**src/rtl/wash_state_controller.sv**
```systemverilog
// wash_state_controller: washing machine mode FSM and preset selector; define WASH_DOOR_LOCK_EN for door_lock output and door-open fault in RUN
module wash_state_controller #(
  parameter int ARM_DELAY = 16,
  parameter int ARM_W = 5
) (
  input  logic        clk,
  input  logic        rst_n,
  input  logic        power_btn,
  input  logic        start_btn,
  input  logic        mode_btn,
  input  logic        door_open,
  input  logic        fault,
  input  logic        hadFinish,
  input  logic [2:0]  initTime,
  input  logic [2:0]  finishTime,
  output logic [2:0]  state,
  output logic [25:0] data,
  output logic [1:0]  prog,
`ifdef WASH_DOOR_LOCK_EN
  output logic        door_lock,
`endif
  output logic        beep
);
  typedef enum logic [2:0] {
    S_OFF   = 3'd0,
    S_BEGIN = 3'd1,
    S_SET   = 3'd2,
    S_RUN   = 3'd3,
    S_ERR   = 3'd4,
    S_PAUSE = 3'd5,
    S_FIN   = 3'd6
  } state_t;
  state_t st, nxt;
  logic [ARM_W-1:0] arm;
  logic armed, beep_n;
  logic [1:0] prog_n;
  function automatic logic [25:0] preset(input logic [1:0] p);
    return p == 2'd0 ? {3'd2, 4'd9, 3'd3, 3'd2, 3'd3, 4'd6, 3'd2, 3'd0} :
           p == 2'd1 ? {3'd0, 4'd4, 3'd2, 3'd1, 3'd0, 4'd3, 3'd1, 3'd0} :
           p == 2'd2 ? {3'd5, 4'd15, 3'd4, 3'd3, 3'd4, 4'd12, 3'd3, 3'd2} :
                       {3'd0, 4'd0, 3'd0, 3'd0, 3'd0, 4'd8, 3'd2, 3'd0};
  endfunction
  assign state = st;
  always_comb begin
    armed = arm == ARM_W'(ARM_DELAY);
    nxt = st;
    prog_n = prog;
    beep_n = 1'b0;
    if (st == S_OFF) nxt = power_btn ? S_BEGIN : S_OFF;
    else if (power_btn) nxt = S_OFF;
    else if (fault && (st inside {S_BEGIN, S_SET, S_RUN, S_PAUSE, S_FIN})) begin
      nxt = S_ERR;
      beep_n = 1'b1;
    end else begin
      case (st)
        S_BEGIN: nxt = armed && initTime == 3'd0 ? S_SET : S_BEGIN;
        S_SET: begin
          nxt = start_btn && !door_open ? S_RUN : S_SET;
          beep_n = start_btn && door_open;
          prog_n = mode_btn && !start_btn ? prog + 2'd1 : prog;
        end
        S_RUN: begin
          if (armed && hadFinish) begin
            nxt = S_FIN;
            beep_n = 1'b1;
          end else if (start_btn) nxt = S_PAUSE;
          else if (door_open) begin
`ifdef WASH_DOOR_LOCK_EN
            nxt = S_ERR;
            beep_n = 1'b1;
`else
            nxt = S_PAUSE;
`endif
          end
        end
        S_PAUSE: begin
          nxt = start_btn && !door_open ? S_RUN : S_PAUSE;
          beep_n = start_btn && door_open;
        end
        S_ERR: nxt = start_btn && !fault ? S_SET : S_ERR;
        S_FIN: nxt = armed && finishTime == 3'd0 ? S_OFF : S_FIN;
        default: nxt = S_OFF;
      endcase
    end
  end
  always_ff @(posedge clk) begin
    if (!rst_n) begin
      st <= S_OFF;
      prog <= 2'd0;
      data <= preset(2'd0);
      beep <= 1'b0;
      arm <= '0;
`ifdef WASH_DOOR_LOCK_EN
      door_lock <= 1'b0;
`endif
    end else begin
      st <= nxt;
      prog <= prog_n;
      data <= preset(prog);
      beep <= beep_n;
      arm <= nxt != st ? '0 : armed ? arm : arm + 1'b1;
`ifdef WASH_DOOR_LOCK_EN
      door_lock <= nxt == S_RUN;
`endif
    end
  end
endmodule

```
**config.mk**
```make
export PLATFORM = sky130hd
export DESIGN_NAME = wash_state_controller
export DESIGN_NICKNAME = d
export VERILOG_FILES = /design/src/rtl/wash_state_controller.sv
export SDC_FILE = /design/constraint.sdc
export NUM_CORES = 1
export LEC_CHECK = 0
export CAP_MARGIN = 20
export CORE_AREA = 3 3 75 77
export CTS_CLUSTER_SIZE = 24
export DETAILED_ROUTE_END_ITERATION = 7
export DIE_AREA = 0 0 78 80
export GPL_TIMING_DRIVEN = 0
export MAX_ROUTING_LAYER = met4
export PLACE_DENSITY = 0.56
export REMOVE_ABC_BUFFERS = 1
export SYNTH_ARGS = -nofsm -noshare
export SYNTH_HDL_FRONTEND = slang
export SYNTH_SLANG_ARGS = --single-unit
```
**constraint.sdc**
```tcl
create_clock -name clk -period 2.14 [get_ports clk]
set_input_delay 0.428 -clock clk [delete_from_list [all_inputs] [get_ports clk]]
set_output_delay 0.428 -clock clk [all_outputs]
set_load 0.005 [all_outputs]
```
==> results.txt, run 1 <==
The area after detailed placement is between 1500 and 2000 sq um. The part of the cycle the worst path needs is 0.944. The minimum setup slack after placement came out at -0.512 ns. The area of the core is 5070 sq um.

The remaining global-route overflow is 0. For this block, the initial DRC count from the detailed router was 34. The global-route usage over all layers is 0.0868.

The number of stages on the worst hold path is 2. The worst path in the final design needs a cycle of 2.02 ns, including I/O delays and setup. Setup repair after global routing left no endpoint under its margin. The register-to-register setup slack is 0.18 ns. The first global-routing pass estimated around 4300 um of wire. The count of distinct cell types in the synthesized netlist came out at 47. The source of the worst register-to-register timing path is arm[0]$_SDFFE_PP0P_. In this run the worst setup path begins at fault. The number of antenna violations at the first check in global routing came out at 0. For this run, asynchronously set or reset flops after synthesis account for 0.

The detailed-route via count is 1021. For this run, the post-layout net count is 192. The power per standard cell area came out at ~400 nW/um^2. Data arrives at the worst endpoint at 2.15 ns.

The launch point of the worst hold path is prog[1]$_SDFFE_PN0P_. The worst vdd rail ir drop is 0.000199 V. The number of top-level pins is 46. The type of the setup path with the least slack is input port to flip-flop. The final-report setup violation count is 0. The die boundary width is 78 um. The number of enable flip-flop cells after synthesis came out at 0. The first detailed-routing pass took 4 iterations.

Across the run, the number of max-cap violations was 0. The commonest register cell after synthesis is sky130_fd_sc_hd__dfxtp_1. The complex-gate fraction of the synthesized area came out at 0.192. The initial utilization of the core area, before any placement, comes to 0.242.

The portion of netlist area occupied by mux cells is 0.0367. Synthesis handed over a netlist of between 100 and 150 instances. The highest clock rate came out at 495 MHz.

The area growth from synthesis to layout came out at 39.4%. The antenna violation net count after detailed routing came out at 0. The floorplan has 26 rows. The via count of the first global-routing pass was 901.

The post-synthesis instance area is 1230 sq um. The number of hold violations in the final report was 0. The maximum fanout count along the critical path is 10. The share of Yosys cell area claimed by the top area cell type is 0.310. The tightest min-delay check is of the flip-flop to flip-flop type. Clock latency on the worst-skew pair, taken at its later pin, is approximately 0.25 ns.

STA classifies the critical path endpoint as a flip-flop. The overall die height is 80 um. By area the synthesized netlist is led by sky130_fd_sc_hd__dfxtp_1 (31%), sky130_fd_sc_hd__buf_4 (12%), sky130_fd_sc_hd__ha_1 (5.1%), sky130_fd_sc_hd__nor3_1 (2.9%), sky130_fd_sc_hd__nor2b_1 (2.5%). After routing the design area is 1710 sq um. For this run, the number of standard cells in the final layout without fillers is around 240.

The mean routed wirelength per cell is approximately 11 um. Leaving out fill and tap cells, the most frequent cell in the layout is sky130_fd_sc_hd__clkdlybuf4s50_1. The estimated wirelength of the detail-placed design is 1980 um. The clock net sink count came out at 19. The share of synthesized area occupied by flip-flops and latches came out at 0.310.

The total wirelength of the detailed-routed design came out at 2680 um. A synthesized cell averages about 8.5 sq um. The floorplan die area came out at about 6200 sq um. The vias per cell is 4.22. The number of antenna diodes came out at 0. The endpoint required time on the critical path is 2.27 ns.

The share of synthesized cell area in full adder, half adder and majority cells came out at 0.0510. The tree is rooted in a sky130_fd_sc_hd__clkbuf_8. The final RePlAce weighted congestion is 0.763. The flow ran to the end, and the final reports show no timing, DRC or antenna violations. After synthesis, the largest family of logic cells by area is simple AND/OR/NAND/NOR gates. The maximum number of pins on one net before global-route repair is 22. The number of pins exceeding their max-slew limit in the final report was 0. Leaving out fill and tap cells, the most frequent cells in the layout are sky130_fd_sc_hd__clkdlybuf4s50_1 (40), sky130_fd_sc_hd__dfxtp_1 (14), sky130_fd_sc_hd__nor3_1 (7), sky130_fd_sc_hd__nand2_1 (7).

In this run, synthesis produced a sequential element count of 19. The element type at the critical path start is an input port. The worst-case hold path end point is prog[1]$_SDFFE_PN0P_. The post-synthesis xor/xnor area fraction is 0.0357. Of the total synthesized cell area, the portion taken by AND, OR, NAND and NOR gates is 0.195. The worst clock skew came out at between 0.002 and 0.0025 ns. The worst slack on hold paths is ~0.56 ns. The total of warnings raised by yosys is 0. The dominant cell type by area after synthesis is sky130_fd_sc_hd__dfxtp_1. The destination of the worst register-to-register timing path is arm[1]$_SDFFE_PP0P_.

The count of port buffers added during placement is 41. The final-layout fill cell count is 550. The count of cells along the worst register-to-register path is 9. The count of H-tree levels built during CTS came out at 1.

Clock tree synthesis inserted a total of 3 buffers. After clock tree synthesis, the clock-pin slew on the worst setup and hold paths is 0.07 ns. The fraction of layout instances using a drive strength above 1 came out at 0.174.

TritonCTS built the clock tree. The leakage power is 0.607 nW. The number of remaining DRC errors is 0.

The maximum clock path buffer count is 2. The worst setup slack after layout came out at about 0.12 ns. The number of instances in the placed design is 233.
[worst max-delay path, cell delays in order]
cell                            delay [ns]
sky130_fd_sc_hd__dlygate4sd2_1        0.34
sky130_fd_sc_hd__and2_1               0.22
sky130_fd_sc_hd__a2111o_1             0.43
sky130_fd_sc_hd__a21oi_2              0.19
sky130_fd_sc_hd__mux2_4               0.33
sky130_fd_sc_hd__o311ai_4             0.10
sky130_fd_sc_hd__nor3_1               0.11
[area by class of cell]
cell class              instances  area [sq um]  area share
clock buffers                   3          41.3      0.0241
multi-input cells              92           692       0.404
repair buffers                 47           454       0.265
clock inverters                 1          5.00     0.00292
flip-flops and latches         19           394       0.230
well taps                      70          87.6      0.0512
inverters                      10          37.5      0.0219
[through the flow]
step | TNS, ns | power, mW | util
final | 0 | 0.704 | 0.337
after CTS | 0 | 0.711 | 0.326
after detailed placement | -2.56 | 0.465 | 0.309
after floorplan | -2.58 | 0.419 | -
after global placement | -7.06 | 0.464 | 0.307
after global routing | 0 | 0.737 | 0.337
[how the worst max path moves through the flow]
| stage | end | slack (ns) |
|---|---|---|
| after floorplan | arm[2]$_SDFFE_PP0P_ | -0.51 |
| after global placement | arm[2]$_SDFFE_PP0P_ | -1.06 |
| after detailed placement | arm[0]$_SDFFE_PP0P_ | -0.51 |
| after CTS | arm[2]$_SDFFE_PP0P_ | 0.03 |
| after global routing | arm[2]$_SDFFE_PP0P_ | 0.007 |
| final | arm[1]$_SDFFE_PP0P_ | 0.12 |
[cells by family (layout without fill, tap and decap cells)]
logic type	after synthesis	count (layout)
flops	19	19
mux	4	4
fa+ha+maj	5	5
buf+inv	36	61
xor+xnor	5	5
compound gates	32	32
simple gates	42	42
other cells	1	4
[power breakdown]
part	leakage [nW]	total [mW]	internal, mW	switching (mW)
logic	0.425	0.0970	0.0522	0.0448
clock network	0.0255	0.242	0.129	0.113
registers	0.157	0.364	0.355	0.00962
[layer usage]
| metal | GRT usage | vias to the layer above | part of all wire |
|---|---|---|---|
| met4 | 0.0332 | 0 | 0.013 |
| met1 | 0.112 | 444 | 0.48 |
| li1 | - | 533 | - |
| met3 | 0.0192 | 4 | 0.068 |
| met2 | 0.133 | 40 | 0.44 |
| met5 | - | - | 0 |
[sequential cells by signal, summed over array words and instances (netlist names)]
| signal | cells |
|---|---|
| arm | 5 |
| prog | 2 |
| data | 8 |
| state | 3 |
| beep | 1 |
[cell usage after synthesis, types with 3 or more instances]
cell	n
sky130_fd_sc_hd__a21oi_1	6
sky130_fd_sc_hd__and2_1	3
sky130_fd_sc_hd__buf_2	3
sky130_fd_sc_hd__buf_4	19
sky130_fd_sc_hd__clkbuf_1	3
sky130_fd_sc_hd__dfxtp_1	19
sky130_fd_sc_hd__ha_1	5
sky130_fd_sc_hd__inv_1	7
sky130_fd_sc_hd__inv_2	3
sky130_fd_sc_hd__mux2i_1	3
sky130_fd_sc_hd__nand2_1	7
sky130_fd_sc_hd__nand2b_1	3
sky130_fd_sc_hd__nor2_1	6
sky130_fd_sc_hd__nor2b_1	5
sky130_fd_sc_hd__nor3_1	7
sky130_fd_sc_hd__o21ai_0	3
sky130_fd_sc_hd__o21ai_1	5
sky130_fd_sc_hd__xnor2_1	3
[what timing repair did]
action                     in CTS  in global routing
pin swaps                       2                  3
setup endpoints to repair       5                  5
setup buffers                   3                  2
resized for setup               6                 11
hold buffers                    0                  0
cloned                          0                  0
No activity file was read; power rests on OpenSTA's default activity.
==> inputs of run 2 (changes only) <==
SKIP_LAST_GASP = 1   (was unset)
==> results of run 2 <==
Same layout as run 1: the final DEF is identical, and so are final timing and power.
